**src/rtl/recovery_controller.sv**
```systemverilog
// Precise-exception recovery sequencer: arbitrates the RF write port,
// holds the front end during rollback, commits trap CSRs and redirects.
module recovery_controller #(
  parameter int              XLEN          = 32,
  parameter int              MAX_RESTORE   = 32,
  parameter logic [XLEN-1:0] CAUSE_TIMEOUT = 'h18
) (
  input  logic            clk_i,
  input  logic            rsn_i,
  input  logic            wb_write_en_i,
  input  logic [4:0]      wb_dest_reg_i,
  input  logic [XLEN-1:0] wb_value_i,
  input  logic            kill_instr_i,
  input  logic [XLEN-1:0] kill_pc_i,
  input  logic            rec_write_en_i,
  input  logic [4:0]      rec_dest_reg_i,
  input  logic [XLEN-1:0] rec_dest_reg_value_i,
  input  logic            exc_occured_i,
  input  logic [XLEN-1:0] exc_mepc_i,
  input  logic [XLEN-1:0] exc_mcause_i,
  input  logic [XLEN-1:0] exc_mtval_i,
  input  logic [XLEN-1:0] mtvec_i,
  output logic            rf_we_o,
  output logic [4:0]      rf_addr_o,
  output logic [XLEN-1:0] rf_data_o,
  output logic            stall_o,
  output logic            flush_o,
  output logic            wb_drop_o,
  output logic            csr_we_o,
  output logic [XLEN-1:0] mepc_o,
  output logic [XLEN-1:0] mcause_o,
  output logic [XLEN-1:0] mtval_o,
  output logic            pc_redirect_valid_o,
  output logic [XLEN-1:0] pc_redirect_o,
  output logic [4:0]      restore_cnt_o,
  output logic            err_o
);

  localparam int TW = $clog2(MAX_RESTORE + 1);
  localparam logic [TW-1:0] TLAST = TW'(MAX_RESTORE - 1);

  typedef enum logic [1:0] {
    IDLE,
    RESTORE,
    TRAP,
    REDIRECT
  } state_t;

  state_t          state;
  logic [TW-1:0]   timer;
  logic [XLEN-1:0] kill_pc;

  always_ff @(posedge clk_i or negedge rsn_i) begin
    if (!rsn_i) begin
      state               <= IDLE;
      timer               <= '0;
      kill_pc             <= '0;
      stall_o             <= 1'b0;
      flush_o             <= 1'b0;
      csr_we_o            <= 1'b0;
      pc_redirect_valid_o <= 1'b0;
      mepc_o              <= '0;
      mcause_o            <= '0;
      mtval_o             <= '0;
      restore_cnt_o       <= '0;
      err_o               <= 1'b0;
    end else begin
      csr_we_o            <= 1'b0;
      pc_redirect_valid_o <= 1'b0;
      unique case (state)
        IDLE: begin
          if (exc_occured_i || rec_write_en_i)
            err_o <= 1'b1;
          if (kill_instr_i) begin
            state         <= RESTORE;
            kill_pc       <= kill_pc_i;
            restore_cnt_o <= '0;
            timer         <= '0;
            stall_o       <= 1'b1;
            flush_o       <= 1'b1;
          end
        end
        RESTORE: begin
          timer <= timer + TW'(1);
          if (rec_write_en_i && restore_cnt_o != 5'd31)
            restore_cnt_o <= restore_cnt_o + 5'd1;
          if (exc_occured_i) begin
            mepc_o   <= exc_mepc_i;
            mcause_o <= exc_mcause_i;
            mtval_o  <= exc_mtval_i;
            csr_we_o <= 1'b1;
            state    <= TRAP;
          end else if (timer == TLAST) begin
            // History file never reported: trap on the kill PC instead
            err_o    <= 1'b1;
            mepc_o   <= kill_pc;
            mcause_o <= CAUSE_TIMEOUT;
            mtval_o  <= '0;
            csr_we_o <= 1'b1;
            state    <= TRAP;
          end
        end
        TRAP: begin
          state               <= REDIRECT;
          flush_o             <= 1'b0;
          pc_redirect_valid_o <= 1'b1;
        end
        REDIRECT: begin
          state   <= IDLE;
          stall_o <= 1'b0;
        end
        default: state <= IDLE;
      endcase
    end
  end

  always_comb begin
    rf_we_o   = 1'b0;
    rf_addr_o = wb_dest_reg_i;
    rf_data_o = wb_value_i;
    wb_drop_o = 1'b0;
    unique case (state)
      IDLE: begin
        rf_we_o = wb_write_en_i && (wb_dest_reg_i != 5'd0);
      end
      RESTORE: begin
        rf_we_o   = rec_write_en_i && (rec_dest_reg_i != 5'd0);
        rf_addr_o = rec_dest_reg_i;
        rf_data_o = rec_dest_reg_value_i;
        wb_drop_o = wb_write_en_i;
      end
      default: begin
        wb_drop_o = wb_write_en_i;
      end
    endcase
  end

  assign pc_redirect_o = pc_redirect_valid_o
    ? {mtvec_i[XLEN-1:2], 2'b00} : '0;

endmodule

```
**config.mk**
```make
export PLATFORM = sky130hd
export DESIGN_NAME = recovery_controller
export DESIGN_NICKNAME = d
export VERILOG_FILES = /design/src/rtl/recovery_controller.sv
export SDC_FILE = /design/constraint.sdc
export NUM_CORES = 1
export LEC_CHECK = 0
export CORE_AREA = 10 10 153 155
export CTS_CLUSTER_DIAMETER = 30
export DETAILED_ROUTE_END_ITERATION = 16
export DIE_AREA = 0 0 163 165
export GPL_ROUTABILITY_DRIVEN = 0
export PLACE_DENSITY = 0.8
export SETUP_SLACK_MARGIN = 0.15
export SLEW_MARGIN = 25
export SYNTH_ARGS = -nofsm -noshare
export SYNTH_HDL_FRONTEND = slang
export SYNTH_SLANG_ARGS = --single-unit
```
**constraint.sdc**
```tcl
create_clock -name clk_i -period 2.5 [get_ports clk_i]
set_clock_uncertainty 0.2 [all_clocks]
set_input_delay 0.5 -clock clk_i [delete_from_list [all_inputs] [get_ports clk_i]]
set_output_delay 0.5 -clock clk_i [all_outputs]
set_load 0.02 [all_outputs]
```
After elaboration in Yosys (flattened, before gate mapping)
Index checks and enable logic that the tools add are counted.
{"block": "totals", "in_bits": 240, "output_inout_bits": 177, "regBits": 146, "elab_cells": 75}
{"block": "classes", "reduce_logical": 19, "addsub": 2, "mux": 31, "eq_ne": 11}
{"cell": "$mux 32", "count": 8}
{"cell": "$mux 5", "count": 3}
{"cell": "$pmux 6 s2", "count": 1}
{"cell": "$reduce_and 2->1", "count": 6}
{"cell": "$ne 2x2->1 const B", "count": 5}
{"cell": "$pmux 5 s2", "count": 1}
{"cell": "$reduce_bool 5->1", "count": 2}
{"cell": "$mux 1", "count": 9}
{"cell": "$pmux 1 s2", "count": 4}
{"cell": "$pmux 2 s4", "count": 1}
{"cell": "$reduce_bool 2->1", "count": 4}
{"cell": "$add 6x1->6 const B", "count": 1}
{"cell": "$eq 6x5->1 const B", "count": 1}
{"cell": "$mux 2", "count": 3}
{"cell": "$mux 6", "count": 1}
{"cell": "$add 5x1->5 const B", "count": 1}
{"cell": "$ne 5x5->1 const B", "count": 1}
{"cell": "$eq 2x2->1 const B", "count": 2}
{"cell": "$reduce_and 4->1", "count": 1}
{"cell": "$logic_and 1x1->1", "count": 3}
{"cell": "$ne 3x3->1 const B", "count": 1}
{"cell": "$reduce_and 3->1", "count": 1}
{"cell": "$eq 2x1->1 const B", "count": 1}
{"cell": "$logic_not 2->1", "count": 1}
{"cell": "$logic_or 1x1->1", "count": 1}

Longest topological paths before layout
Gate-level depths: netlist of run 1.
{"block": "depth", "word_depth": 4, "ltp_mapped": 7, "mapped_depth_nobuf": 6}

Least setup slack after synthesis of run 1
Ideal clock, no wire load.
{"block": "synth_timing", "path_type": "register to output", "start": "register state[1]", "end": "output rf_data_o[19]", "t_arrival_ps": 1589, "path_slack_ps": 211, "stages_incl_launch_ff": 7, "cell_sequence": "dfrtp_1 -> inv_1 -> ha_1 -> buf_4 -> buf_2 -> buf_2 -> mux2_2"}
{"block": "synth_between", "elab_chain_cells": 2}
{"element": "start, declared", "line": "49", "text": "state_t state;"}
{"element": "start signal, assigned", "line": "55", "text": "state <= IDLE;"}
{"element": "start signal, assigned", "line": "75", "text": "state <= RESTORE;"}
{"element": "start signal, assigned", "line": "92", "text": "state <= TRAP;"}
{"element": "$eq 2x1->1", "line": "122", "text": "unique case (state)"}
{"element": "$mux 32", "line": "122"}
{"element": "end, declared", "line": "25", "text": "output logic [XLEN-1:0] rf_data_o,"}
Every way passes these cells.

Worst setup path after layout of run 1
{"block": "layout_timing", "start": "register state[1]", "end": "output rf_data_o[16]"}
The elaborated chain is that of the path after synthesis.

==> results of run 1 <==
Yosys cell counts (all sizes together), types with 6 or more instances:
cell type / count / area, um2
nor2: 6 / 22.52
nand3b: 33 / 247.7
buf: 35 / 231.5
nand2: 132 / 495.5
and2: 31 / 193.9
clkbuf: 21 / 78.83
inv: 7 / 26.28
o221a: 32 / 360.3
a21oi: 8 / 40.04
nand2b: 36 / 225.2
ha: 7 / 87.58
o21ai: 71 / 355.3
dfrtp: 146 / 3654
mux2: 69 / 777.0
sequential cells by signal, indices dropped and copies added, names as in the netlist:
register	count
csr_we_o	1
err_o	1
flush_o	1
kill_pc	32
mcause_o	32
mepc_o	32
mtval_o	32
pc_redirect_valid_o	1
restore_cnt_o	5
stall_o	1
state	2
timer	6
path summary, 6_finish.rpt:
kind,slack [ns],to,from,cells past startpoint
worst max-delay path,-0.004,rf_data_o[16],state[1],6
worst min register to register,0.30,kill_pc[24],kill_pc[24],1
max in group asynchronous,1.12,kill_pc[6],rsn_i,3
worst max register to register,0.26,restore_cnt_o[3],state[1],8
min in group asynchronous,0.37,kill_pc[20],rsn_i,2
worst min-delay path,0.30,kill_pc[24],kill_pc[24],1
layer usage:
layer / global-route usage / vias up / part of all wire
li1: - / 3188 / -
met1: 0.2386 / 3301 / 0.40
met2: 0.3392 / 274 / 0.50
met3: 0.07842 / 20 / 0.093
met4: 0.04385 / 0 / 0.010
met5: 0 / - / 0
logic make-up after synthesis:
kind of cell,share of synthesized area
other,0.0005260
muxes,0.1137
DFF,0.5125
and+or+nand+nor,0.1850
buffers and inverters,0.04721
adders and majority gates,0.01228
AOI/OAI and AO/OA,0.1288
power by group:
part	leakage [nW]	total (mW)	switching (mW)	internal (mW)
Clock	0.288	2.65	1.07	1.58
Combinational	3.31	8.08	3.92	4.16
Sequential	1.76	4.02	0.575	3.45
Total	5.36	14.8	5.56	9.20
stage by stage:
stage                      TNS [ns]  instances
after floorplan                   0        679
after global placement      -0.5265       1328
after CTS                    -1.225       1368
after detailed placement    -0.5599       1328
after global routing         -1.841       1373
final                     -0.008409       1373
cell type report:
| class | instances | area [um2] |
|---|---|---|
| fillers | 1621 | 7581 |
| repair buffers | 447 | 4619 |
| flip-flops and latches | 146 | 3654 |
| multi-input cells | 471 | 3344 |
| clock buffers | 17 | 425.4 |
| well taps | 270 | 337.8 |
| clock inverters | 15 | 181.4 |
| inverters | 7 | 26.28 |
what timing repair did:
action	in CTS	in global routing
pin swaps	5	0
endpoints found under the setup margin	69	91
hold endpoints to repair	37	0
gates cloned	3	2
resized for setup	267	66
hold buffers	1	0
buffers inserted	4	3
==> flow_summary.json, run 1 <==
{
  "finalSetupViolCount": 2,
  "final_common_cell": "clkdlybuf4s50_1",
  "synth.yosys.seq_area_share": 0.5125,
  "maxCapViolCount": 0,
  "post_dp_cell_area_um2": 11590,
  "path_clk_slew_ns": 0.06,
  "grt_pass1_vias": 7091,
  "grt_max_degree": 65,
  "overflow": 0,
  "finalCriticalPeriod_ns": 2.504,
  "cp_num_buf_inv": 4,
  "failed_checks": "negative setup slack",
  "port_buffers": 412,
  "leakage_nw": 5.357,
  "start_util": 0.3535,
  "antenna_found_initial": 0,
  "hpwlAfterDp_mm": 21.17,
  "cts_tree": "built",
  "cellPowerDensity_nw_per_um2": 1173,
  "die_h_um": 165,
  "fp.dieArea_um2": 26900,
  "ir_drop_uv": 724.0,
  "clock_sinks": 146,
  "grt_pass1_wl_mm": 42.05,
  "drt_pass1_iterations": 4,
  "htreeDepth": 4,
  "finish.net_count": 1337,
  "synth_seq_cells": 146,
  "syn_inst": 678,
  "hold_violations": 0,
  "drc": 0,
  "worstSetupStartpointType": "register",
  "ios": 417,
  "status": "finished with violations",
  "clock.fmax_ghz": 0.3993,
  "synth_warnings": 0,
  "design_area_um2": 12590,
  "cp-end-kind": "output pin",
  "cp_slowest_cell": "dfrtp_1",
  "area_growth_pct": 76.57,
  "post-route-util": 0.6241,
  "hold_ws_ns": 0.2952,
  "vias_per_cell": 4.940,
  "diodes": 0,
  "fin_ws_ns": -0.004467,
  "clk_latency_ns": 0.41,
  "dp_slack_ns": -0.5599,
  "vias": 6783,
  "clock_path_buffers": 2,
  "synth-edff-count": 0,
  "clock-root-buffer": "clkbuf_16",
  "crit_family": "buffers and inverters",
  "rows": 52,
  "synthesis.area_um2": 7129,
  "antenna_left": 0,
  "crit_arrival_ns": 1.80,
  "synthFlopType": "dfrtp_1",
  "ys_async_sr_fraction": 1.000,
  "synth_cell_types": 42,
  "core_area_um2": 20170,
  "required_ns": 1.80,
  "cp_cell_sequence": "inv_2 > ha_4 > buf_4 > buf_12 > mux2_4 > buf_6",
  "path_max_fanout": 9,
  "synth.avg_cell_area_um2": 10.52,
  "rsz0062_at_grt": "yes",
  "die_x_um": 163,
  "drt_iter0_drc": 563,
  "final_layout_size_suffix_gt1_frac": 0.1976,
  "worstHoldPathType": "register to register",
  "wl_per_cell_um": 20.96,
  "wirelength_mm": 28.78,
  "min_period_over_period": 1.002,
  "layout_common_cells": "clkdlybuf4s50_1, dfrtp_1, nand2_1, buf_6",
  "critical_path_class": "register to output pin",
  "critPathMaxStageDelay_ns": 0.39,
  "report.final.slew_viol_count": 0,
  "cts_buffers": 17,
  "total_power_mw": 14.76,
  "grt.total_usage": 0.2014
}
(Power assumes the default switching activity.)
==> run 2: changes to the inputs <==
--- a/config.mk
+++ b/config.mk
@@ -10,7 +10,7 @@
 export DETAILED_ROUTE_END_ITERATION = 16
 export DIE_AREA = 0 0 163 165
 export GPL_ROUTABILITY_DRIVEN = 0
-export PLACE_DENSITY = 0.8
+export PLACE_DENSITY = 0.87
 export SETUP_SLACK_MARGIN = 0.15
 export SLEW_MARGIN = 25
 export SYNTH_ARGS = -nofsm -noshare
==> run 2 against run 1 <==
The run still ends with negative setup slack left. Combinational power rose by 7.2%. Clock power about the same. Global-route usage is 0.63 points higher. Non-clock buffer count rose by 17. Utilization increased by 1.8 points. Sequential share of layout area decreased by 0.82 points. Total power increased by 4.1%. Final cell count grew 1.5%. Wire length grew 7.2%. Critical path depth grew 1. Largest cell class unchanged.
==> flow_summary.json, run 2 (synthesis results as in run 1) <==
{
  "status": "finished with violations",
  "failed_checks": "negative setup slack",
  "port_buffers": 412,
  "cellPowerDensity_nw_per_um2": 1186,
  "wl_per_cell_um": 22.13,
  "fp.dieArea_um2": 26900,
  "total_power_mw": 15.37,
  "min_period_over_period": 1.031,
  "grt.total_usage": 0.2077,
  "finalSetupViolCount": 7,
  "worstSetupStartpointType": "register",
  "intPower_mw": 9.463,
  "clock-root-buffer": "clkbuf_16",
  "clock_path_buffers": 2,
  "grt_max_degree": 72,
  "maxCapViolCount": 0,
  "hpwlAfterDp_mm": 21.05,
  "wirelength_mm": 30.86,
  "area_growth_pct": 81.73,
  "dp_slack_ns": -0.5502,
  "combinationalPowerShare": 0.564,
  "worstHoldPathType": "primary input to async pin",
  "final_common_cell": "clkdlybuf4s50_1",
  "path_max_fanout": 6,
  "layout_common_cells": "clkdlybuf4s50_1, dfrtp_1, nand2_1, buf_6, o21ai_1",
  "worst_pin_slew_ns": 0.6590,
  "post_dp_cell_area_um2": 11560,
  "p_sw_frac": 0.3842,
  "path_clk_slew_ns": 0.07,
  "ir_drop_uv": 652.8,
  "critical_path_class": "register to output pin",
  "die_h_um": 165,
  "relSlewSlack": 0.5587,
  "clock_sinks": 146,
  "finish.net_count": 1358,
  "post-route-util": 0.6424,
  "drt_iter0_drc": 563,
  "clock.fmax_ghz": 0.3880,
  "cp-end-kind": "output pin",
  "vias": 7117,
  "final_layout_size_suffix_gt1_frac": 0.2180,
  "hold_violations": 0,
  "report.final.slew_viol_count": 0,
  "antenna_left": 0,
  "fin_ws_ns": -0.07727,
  "crit_arrival_ns": 1.88,
  "start_util": 0.3535,
  "core_area_um2": 20170,
  "required_ns": 1.80,
  "htreeDepth": 4,
  "die_x_um": 163,
  "finalCriticalPeriod_ns": 2.577,
  "cts_tree": "built",
  "drc": 0,
  "antenna_found_initial": 1,
  "vias_per_cell": 5.105,
  "clkPwrFrac": 0.172,
  "rsz0062_at_grt": "yes",
  "overflow": 0,
  "p_sw_mw": 5.905,
  "diodes": 0,
  "grt_pass1_vias": 7312,
  "rows": 52,
  "ios": 417,
  "design_area_um2": 12960,
  "pwr-share-seq": 0.265,
  "cts_buffers": 17,
  "grt_pass1_wl_mm": 43.87,
  "drt_pass1_iterations": 6,
  "leakage_nw": 5.563,
  "clk_latency_ns": 0.41
}
==> run 2: cell count changes in the layout (fill, tap and decap cells not counted), moves of 2 or more <==
cell            delta
a21oi_1            -2
dlygate4sd2_1      -5
buf_6              +7
dlymetal6s2s_1     +6
buf_4              +3
o21ai_0            -7
or4_1              -2
or4_4              +2
clkinv_2           -3
clkbuf_16          +4
a31o_4             +3
a21oi_2            +2
o21ai_1            +7
==> run 2: stage by stage <==
stage | hold slack (ns) | TNS, ns | cells
2_1_floorplan | 0.004409 | 0 | 679
4_1_cts | 0.2618 | -0.6970 | 1374
5_1_grt | 0.2869 | -1.229 | 1394
6_report | 0.2791 | -0.3114 | 1394
3_3_place_gp | 0.1555 | -0.5463 | 1326
3_5_place_dp | 0.1549 | -0.5502 | 1326
==> run 2: path summary, 6_finish.rpt <==
path | from | end | slack, ns | cells after the start
max in group asynchronous | rsn_i | mtval_o[23] | 1.17 | 3
min reg2reg | kill_pc[3] | kill_pc[3] | 0.30 | 1
min in group clk_i | kill_pc[3] | kill_pc[3] | 0.30 | 1
min | rsn_i | mepc_o[8] | 0.28 | 2
max reg2reg | state[0] | mepc_o[11] | 0.07 | 9
max | state[1] | rf_data_o[28] | -0.08 | 7
==> run 2: worst max-delay path: stages (launching register included) <==
cell and delay [ns]:
dfrtp_1 0.39, inv_2 0.09, ha_4 0.19, buf_6 0.12, buf_12 0.09, buf_16 0.13
mux2_4 0.31, buf_6 0.13
==> run 2: layout make-up <==
cell class	count	area (um2)
Timing Repair Buffer	464	4877
Inverter	7	26.28
Tap cell	270	337.8
Fill cell	1519	7213
Clock buffer	18	439.2
Sequential cell	146	3654
Multi-Input combinational cell	475	3452
Clock inverter	14	170.2
==> run 2: metal layers <==
metal,up-vias,global-route usage,wire (um)
met5,-,0,13
met4,2,0.04016,333
met3,22,0.08837,3192
met2,347,0.3531,15610
met1,3513,0.2405,11710
li1,3233,-,-
==> run 2: repair_timing <==
action | 4_1_cts | 5_1_grt
pin swaps | 3 | 6
endpoints found under the hold margin | 17 | 0
hold buffers | 1 | 0
setup buffers | 11 | 11
cloned | 4 | 9
resized for setup | 266 | 93
setup endpoints to repair | 96 | 141
==> run 2: power groups by stage <==
stage / Combinational [mW] / Sequential [mW] / Clock (mW)
6_report: 8.66 / 4.07 / 2.64
5_1_grt: 9.21 / 4.18 / 2.82
4_1_cts: 7.89 / 4.05 / 2.69
3_5_place_dp: 7.49 / 4.08 / 0
3_3_place_gp: 7.33 / 4.02 / 0
2_1_floorplan: 3.03 / 4.92 / 0
==> run 3: changes to the inputs <==
--- a/config.mk
+++ b/config.mk
@@ -12,6 +12,7 @@
 export GPL_ROUTABILITY_DRIVEN = 0
 export PLACE_DENSITY = 0.87
 export SETUP_SLACK_MARGIN = 0.15
+export SKIP_CTS_REPAIR_TIMING = 1
 export SLEW_MARGIN = 25
 export SYNTH_ARGS = -nofsm -noshare
 export SYNTH_HDL_FRONTEND = slang
==> run 3 against run 2 <==
The flow still finishes with violations (negative setup slack). Clock power is essentially flat. Clock-buffer cell count unchanged. Register-to-register slack better by 0.06 ns. Utilization decreased by 0.64 points. Final cell count down 1.1%. Critical path type unchanged. Critical endpoint is now rf_data_o[27]. Largest cell class unchanged. Highest routed layer unchanged.
==> flow_summary.json, run 3 (synthesis results as in run 1) <==
{
  "drt_iter0_drc": 581,
  "rows": 52,
  "min_period_over_period": 1.017,
  "fin_ws_ns": -0.04302,
  "grt_use_met2": 0.3284,
  "area_growth_pct": 79.92,
  "clock-root-buffer": "clkbuf_16",
  "finalSetupViolCount": 22,
  "core_area_um2": 20170,
  "failed_checks": "negative setup slack",
  "die_h_um": 165,
  "cellPowerDensity_nw_per_um2": 1169,
  "grt_pass1_wl_mm": 41.82,
  "overflow": 0,
  "hpwlAfterDp_mm": 21.05,
  "ios": 417,
  "final_common_cell": "clkdlybuf4s50_1",
  "grt_max_degree": 72,
  "vias_per_cell": 5.129,
  "cts_tree": "built",
  "dp_slack_ns": -0.5502,
  "hold_violations": 0,
  "required_ns": 1.80,
  "relSlewSlack": 0.3542,
  "die_x_um": 163,
  "clk_latency_ns": 0.42,
  "crit_arrival_ns": 1.84,
  "worstSetupStartpointType": "register",
  "leakage_nw": 5.828,
  "diodes": 0,
  "r2r_end": "restore_cnt_o[3]",
  "critical_path_class": "register to output pin",
  "status": "finished with violations",
  "final_layout_size_suffix_gt1_frac": 0.2040,
  "ir_drop_uv": 608.1,
  "fp.dieArea_um2": 26900,
  "drt_pass1_iterations": 5,
  "drc": 0,
  "maxCapViolCount": 0,
  "gr-usage-met3": 0.08613,
  "worst_pin_slew_ns": 0.9667,
  "reg2reg_depth": 8,
  "htreeDepth": 4,
  "cts_buffers": 17,
  "total_power_mw": 15.00,
  "clock_sinks": 146,
  "clock.fmax_ghz": 0.3932,
  "port_buffers": 412,
  "rsz0062_at_grt": "yes",
  "wl_per_cell_um": 22.16,
  "rrSetupSlack_ns": 0.13,
  "top_usage_layer": "met2",
  "clock_path_buffers": 2,
  "antenna_left": 0,
  "finalCriticalPeriod_ns": 2.543,
  "vias": 7068,
  "finish.net_count": 1342,
  "report.final.slew_viol_count": 0,
  "worstHoldPathType": "primary input to async pin",
  "path_clk_slew_ns": 0.07,
  "n_fill_cell": 1525,
  "gr-usage-met1": 0.2326,
  "layout_common_cells": "clkdlybuf4s50_1, dfrtp_1, nand2_1, buf_6, dlymetal6s2s_1",
  "start_util": 0.3535,
  "antenna_found_initial": 1,
  "cp-end-kind": "output pin",
  "grt_pass1_vias": 7070,
  "path_max_fanout": 7,
  "grt.total_usage": 0.1972,
  "wirelength_mm": 30.54,
  "r2r-start": "state[1]"
}
-- run 3: cell count changes in the layout (fill, tap and decap cells not counted), moves of 2 or more --
cell,previous run,this run
o21ai_1,44,36
buf_4,19,16
a31o_4,5,3
dlygate4sd2_1,31,0
buf_16,3,1
o21ai_0,27,35
buf_6,51,45
buf_12,11,7
and3_2,2,0
dlymetal6s2s_1,7,39
-- run 3: through the flow --
stage          hold slack (ns)    util  cell area [um2]  instances  setup TNS, ns
6_report                0.2794  0.6360            12830       1378        -0.3998
3_3_place_gp            0.1555  0.5732            11560       1326        -0.5463
2_1_floorplan         0.004409       -             7133        679              0
5_1_grt                 0.2869  0.6360            12830       1378         -2.254
3_5_place_dp            0.1549  0.5732            11560       1326        -0.5502
4_1_cts                -0.3026  0.6034            12170       1358         -15.47
-- run 3: worst max-delay path by stage --
stage	startpoint	to	cells past startpoint
final	state[1]	rf_data_o[27]	5
after global routing	state[1]	rf_data_o[28]	5
after global placement	wb_dest_reg_i[2]	rf_we_o	5
after detailed placement	wb_dest_reg_i[1]	rf_we_o	5
after CTS	wb_dest_reg_i[1]	rf_we_o	5
after floorplan	state[1]	rf_data_o[19]	6
-- run 3: report_power, final --
group | switching [mW] | internal, mW | leakage, nW
Combinational | 4.07 | 4.24 | 3.78
Sequential | 0.618 | 3.45 | 1.76
Clock | 1.10 | 1.53 | 0.285
-- run 3: final cells by class --
| type | instances | area, um2 | area share |
|---|---|---|---|
| Timing Repair Buffer | 450 | 4796 | 0.3739 |
| Sequential cell | 146 | 3654 | 0.2848 |
| Multi-Input combinational cell | 473 | 3405 | 0.2654 |
| Clock buffer | 18 | 439.2 | 0.03424 |
| Tap cell | 270 | 337.8 | 0.02634 |
| Clock inverter | 14 | 170.2 | 0.01327 |
| Inverter | 7 | 26.28 | 0.002048 |
-- run 3: critical path: stages (launching register included) --
cell	delay [ns]
dfrtp_1	0.39
inv_2	0.09
ha_4	0.27
clkbuf_16	0.22
mux2_4	0.32
buf_6	0.13
-- run 3: metal layers --
layer | up-vias | share of wire
met5 | - | 0.00043
met4 | 2 | 0.013
li1 | 3200 | -
met2 | 374 | 0.50
met3 | 27 | 0.11
met1 | 3465 | 0.38
